File: src/rtl/uart_frame_rx.sv
// uart_frame_rx: SOF/LEN/payload/XOR-checksum framer that releases only verified payloads
module uart_frame_rx #(
  parameter int MAX_LEN = 16,
  parameter int TIMEOUT_CYC = 50000
) (
  input  logic        clk,
  input  logic        rst,
  input  logic [7:0]  in_data,
  input  logic        in_valid,
  output logic        in_ready,
  output logic [7:0]  m_data,
  output logic        m_valid,
  input  logic        m_ready,
  output logic        m_last,
  output logic        frame_ok,
  output logic        frame_err,
  output logic [15:0] ok_cnt,
  output logic [15:0] err_cnt
);
  localparam int IW = (MAX_LEN > 1) ? $clog2(MAX_LEN) : 1;
  localparam int TW = $clog2(TIMEOUT_CYC);
  localparam logic [7:0] SOF = 8'hA5;
  typedef enum logic [2:0] {IDLE, LEN, PAYLOAD, CHK, OUT} state_t;
  state_t state_q, state_d;
  logic [IW-1:0] last_q, last_d, wr_idx_q, wr_idx_d, rd_idx_q, rd_idx_d;
  logic [7:0] chk_q, chk_d;
  logic [TW-1:0] idle_q, idle_d;
  logic frame_ok_q, frame_ok_d, frame_err_q, frame_err_d;
  logic [15:0] ok_cnt_q, ok_cnt_d, err_cnt_q, err_cnt_d;
  logic [7:0] mem_q [MAX_LEN];
  logic acc, wr_en, in_frame;
  assign in_ready = state_q != OUT;
  assign acc = in_valid && in_ready;
  assign in_frame = state_q == LEN || state_q == PAYLOAD || state_q == CHK;
  assign m_valid = state_q == OUT;
  assign m_data = m_valid ? mem_q[rd_idx_q] : 8'h00;
  assign m_last = m_valid && rd_idx_q == last_q;
  assign frame_ok = frame_ok_q;
  assign frame_err = frame_err_q;
  assign ok_cnt = ok_cnt_q;
  assign err_cnt = err_cnt_q;
  always_comb begin
    state_d = state_q;
    last_d = last_q;
    wr_idx_d = wr_idx_q;
    rd_idx_d = rd_idx_q;
    chk_d = chk_q;
    frame_ok_d = 1'b0;
    frame_err_d = 1'b0;
    wr_en = 1'b0;
    case (state_q)
      IDLE: state_d = (acc && in_data == SOF) ? LEN : IDLE;
      LEN: if (acc) begin
        if (in_data == 8'd0 || int'(in_data) > MAX_LEN) begin
          frame_err_d = 1'b1;
          state_d = IDLE;
        end else begin
          last_d = IW'(in_data - 8'd1);
          chk_d = in_data;
          wr_idx_d = '0;
          state_d = PAYLOAD;
        end
      end
      PAYLOAD: if (acc) begin
        wr_en = 1'b1;
        chk_d = chk_q ^ in_data;
        wr_idx_d = wr_idx_q + IW'(1);
        state_d = (wr_idx_q == last_q) ? CHK : PAYLOAD;
      end
      CHK: if (acc) begin
        frame_ok_d = in_data == chk_q;
        frame_err_d = in_data != chk_q;
        rd_idx_d = '0;
        state_d = (in_data == chk_q) ? OUT : IDLE;
      end
      OUT: if (m_ready) begin
        rd_idx_d = rd_idx_q + IW'(1);
        state_d = (rd_idx_q == last_q) ? IDLE : OUT;
      end
      default: state_d = IDLE;
    endcase
    if (in_frame && !acc && idle_q == TW'(TIMEOUT_CYC - 1)) begin
      frame_err_d = 1'b1;
      state_d = IDLE;
    end
    idle_d = (acc || state_d == IDLE) ? '0 : idle_q + TW'(1);
    ok_cnt_d = (frame_ok_d && ok_cnt_q != 16'hFFFF) ? ok_cnt_q + 16'd1 : ok_cnt_q;
    err_cnt_d = (frame_err_d && err_cnt_q != 16'hFFFF) ? err_cnt_q + 16'd1 : err_cnt_q;
  end
  always_ff @(posedge clk) begin
    if (rst) begin
      state_q <= IDLE;
      last_q <= '0;
      wr_idx_q <= '0;
      rd_idx_q <= '0;
      chk_q <= '0;
      idle_q <= '0;
      frame_ok_q <= 1'b0;
      frame_err_q <= 1'b0;
      ok_cnt_q <= '0;
      err_cnt_q <= '0;
    end else begin
      state_q <= state_d;
      last_q <= last_d;
      wr_idx_q <= wr_idx_d;
      rd_idx_q <= rd_idx_d;
      chk_q <= chk_d;
      idle_q <= idle_d;
      frame_ok_q <= frame_ok_d;
      frame_err_q <= frame_err_d;
      ok_cnt_q <= ok_cnt_d;
      err_cnt_q <= err_cnt_d;
    end
  end
  always_ff @(posedge clk) begin
    if (wr_en) mem_q[wr_idx_q] <= in_data;
  end
endmodule

File: config.mk
export PLATFORM = sky130hd
export DESIGN_NAME = uart_frame_rx
export DESIGN_NICKNAME = d
export VERILOG_FILES = /design/src/rtl/uart_frame_rx.sv
export SDC_FILE = /design/constraint.sdc
export NUM_CORES = 1
export LEC_CHECK = 0
export CAP_MARGIN = 5
export CORE_ASPECT_RATIO = 0.75
export CORE_UTILIZATION = 36
export DETAILED_ROUTE_END_ITERATION = 12
export GPL_TIMING_DRIVEN = 1
export PLACE_DENSITY = 0.64
export SLEW_MARGIN = 5
export SYNTH_ARGS = -nofsm -noshare
export SYNTH_HDL_FRONTEND = slang
export SYNTH_SLANG_ARGS = --single-unit
File: constraint.sdc
create_clock -name clk -period 2.7 [get_ports clk]
set_clock_uncertainty 0.1 [all_clocks]
set_input_delay 0.27 -clock clk [delete_from_list [all_inputs] [get_ports clk]]
set_output_delay 0.27 -clock clk [all_outputs]
set_load 0.01 [all_outputs]
==> summary.txt <==
Routing
  • Total via count in the routed design: a little under 6000
  • Total wirelength of the detailed-routed design: 21000 um
  • Number of DRC violations after detailed-routing iteration 0: approximately 440
  • Number of remaining DRC errors: 0
  • Final ANT Viol Nets: 0
  • Per-cell routed wire length: 18.8 um
  • Via-per-instance ratio: around 5.3
  • Pre-antenna DRT Iters: 5

Global route
  • First-pass GRT wire length: 32300 um
  • Pin count of the biggest net entering global routing: 45
  • GRT Overall Usage: ~17%
  • Vias in the first global route: 5419
  • Total congestion overflow after global routing: 0
  • Antenna violations before repair: 0

Synth
  • Flop and latch count out of synthesis: 205
  • Main combinational cell family by area after synthesis: simple AND/OR/NAND/NOR gates
  • Count of flip-flops with a built-in enable after synthesis: 128
  • Main flop type after synthesis: edfxtp_1
  • Complex-gate fraction of the synthesized area: 5.94%
  • Post-synth ARST share: 0%
  • Number of distinct standard cells referenced by the synthesized netlist: 54
  • Number of nets in the synthesized netlist: 688
  • Synthesized-area fraction occupied by xor and xnor cells: ~4.5%
  • Library cell occupying the most area in the post-synthesis netlist: edfxtp_1
  • Simple-gate portion of the synthesized area: 14.3%
  • Adder-Cell Fraction of Synth Area: 1.41%
  • Fraction of the yosys area taken by sequential cells: about three fifths
  • Portion of synthesized cell area occupied by the leading cell type: 43.3%
  • Mapped Area: 8870 um2
  • Mux cell area share after synthesis: 10.8%
  • Total number of yosys warnings: 0
  • Syn_area_per_cell: approximately 13 um2
  • Main area contributors after synthesis: edfxtp_1 (43%), dfxtp_1 (17%), mux4_2 (10%)
  • Number of instances in the synthesized netlist: about 670

Setup path
  • Critical path's top delay family: multiplexers
  • Req. time, crit path: 2.33 ns
  • Depth of the most critical reg-to-reg path: 6
  • Slack of the worst reg-to-reg path: approximately 0.05 ns
  • Element type at the critical path end: output pin
  • Path type of the worst setup path: register to output pin
  • Crit Reg-Reg Startpoint: state_q[2]
  • Sort of element at the start of the critical path: register
  • Crit-path max cell delay: 0.60 ns
  • Arrival time at the worst endpoint: around 2.5 ns
  • CP cell instances: buf_12 > buf_12 > mux4_2 > mux4_2 > and2_4 > buf_6
  • Largest fanout on the critical path: 8
  • Critical Path Slowest Stage Cell: mux4_2
  • Count of buffer and inverter cells on the critical path: 3
  • Capturing point of the worst reg2reg path: ok_cnt[9]

Clocking
  • Number of buffers between clock root and the deepest sink: 3
  • CTS sink count: 205
  • CTS H-Tree Depth: 1
  • CTS tree: done
  • Hold buffer count at CTS: 0
  • Reg clk slew, reported paths: 0.06 ns
  • Clock root cell: clkbuf_16
  • Total clock buffers created by CTS: 22
  • Clock insertion delay at the later pin of the skew report: 0.51 ns

Cells and area
  • Synthesis-to-finish area growth: 23.6%
  • Antenna diode instance count: 0
  • Most frequent cells in the layout: edfxtp_1 (128), dfxtp_1 (73), buf_4 (56)
  • Proportion of layout cells with a drive suffix above 1: 22.4%
  • Share of the core filled with cells: between 40% and 50%
  • Final std cell area, no fill: between 10000 and 15000 um2
  • Commonest non-fill, non-tap cell in the layout: edfxtp_1
  • Final layout net count: between 700 and 800

Pwr
  • Maximum vdd drop: 396 uV
  • Cell area power density: 580 nW/um2
  • Leakage power of the design: about 3.6 nW

STA
  • Final Setup Violations: 8
  • Worst-case setup margin in the final layout: -0.185 ns
  • Worst hold slack after final layout: 0.166 ns
  • Worst Tran Pin Value: around 0.65 ns
  • Post-route clock period utilization: 107%
  • Hold violation count in the final report: 0
  • Final Critical Period: 2.89 ns
  • Number of max-slew violations in the final report: 0
  • Slew Limit Headroom: 56.4%
  • Highest achievable clock rate: roughly 0.35 GHz
  • Setup repair after global routing missed its margin: true

Die
  • Die outline area: 25300 um2
  • Core Footprint: roughly 24000 um2
  • Horizontal extent of the die: between 150 and 200 um
  • Starting Density: 36.8%
  • Die Ht: 138 um
  • IO Pins: 57
  • Total number of placement rows: 49

Worst hold path
  • Startpoint of the tightest hold check path: rst
  • Kind of path behind the tightest hold check: primary input to register
  • Cell depth of the worst hold path: 2
  • WHS Endpoint: frame_err

Flow run
  • Max Cap Viol: 0

Placed design
  • Post-detail-place hpwl: 14200 um
  • GPL Wtd Cong: 0.795
  • Placed Area: 10200 um2
  • Buffers added on ports: 56

Run status
  • Violations in the final reports: negative setup slack
  • Result of the run: complete, but fails checks
where the power goes:
group	internal [mW]	switching [mW]
Combinational	0.0474	0.0930
Clock	1.69	1.21
Sequential	3.32	0.0000574
state kept, by name (all words and copies together) (netlist names), 3 cells and up, named ones only:
signal and count:
err_cnt 16, last_q 4, wr_idx_q 4, state_q 3
chk_q 8, mem_q 128, idle_q 16, ok_cnt 16
rd_idx_q 4
metal layers:
layer / up-vias / share of wire, % / global-route usage, % / wire (um)
met3: 34 / 6.7 / 2.84 / 1420
met2: 186 / 41 / 22.8 / 8510
met1: 2914 / 50 / 27.1 / 10600
li1: 2762 / - / - / -
met4: 0 / 2.3 / 4.68 / 488
met5: - / 0 / 0 / 0
area by class of cell:
cell class | count | area, um2
tap | 331 | 414
clock inverter | 11 | 120
sequential | 205 | 5390
timing repair buffer | 120 | 1100
inverter | 8 | 33.8
fill | 2120 | 13100
multi-input combinational | 413 | 3330
clock buffer | 27 | 569
synthesized netlist by cell type, drive strengths merged (12+ instances only):
master    n
nand2    37
xnor2    33
a21oi    31
and2     12
clkbuf   28
edfxtp  128
dfxtp    77
nand4    12
nor2     55
buf      12
nand3    20
xor2     13
nor3     18
nor4     18
and3     13
mux4     40
through the flow:
stage               power (mW)  instances  setup TNS (ns)  setup slack [ns]
floorplan                 3.44        666          -0.513           -0.0320
CTS                       6.43       1116           -1.46            -0.203
global placement          3.53       1070           -7.83            -0.408
finish                    6.36       1115          -0.997            -0.185
global route              6.57       1115           -1.55            -0.204
detailed placement        3.53       1070           -8.39            -0.461
cells by family after synthesis:
logic type / Yosys count
multiplexers: 45
AND/OR/NAND/NOR: 234
buffers and inverters: 48
adder cells (fa/ha/maj): 10
XOR/XNOR: 46
flip-flops: 205
AO/OA/AOI/OAI: 78
how the worst max path moves through the flow:
stage / startpoint / end / slack (ns) / depth (start not counted)
floorplan: state_q[2] / mem_q[1][0] / -0.03 / 5
global placement: in_data[2] / ok_cnt[9] / -0.41 / 7
detailed placement: in_data[2] / ok_cnt[9] / -0.46 / 7
CTS: register / m_data[1] / -0.20 / 7
global route: register / m_data[5] / -0.20 / 6
finish: register / m_data[5] / -0.19 / 6
timing repair:
item,in CTS,in global routing
buffers inserted,7,0
gates resized for setup,46,8
pin swaps,12,3
gates cloned,1,0
setup endpoints to repair,12,21
(Power assumes the default switching activity.)
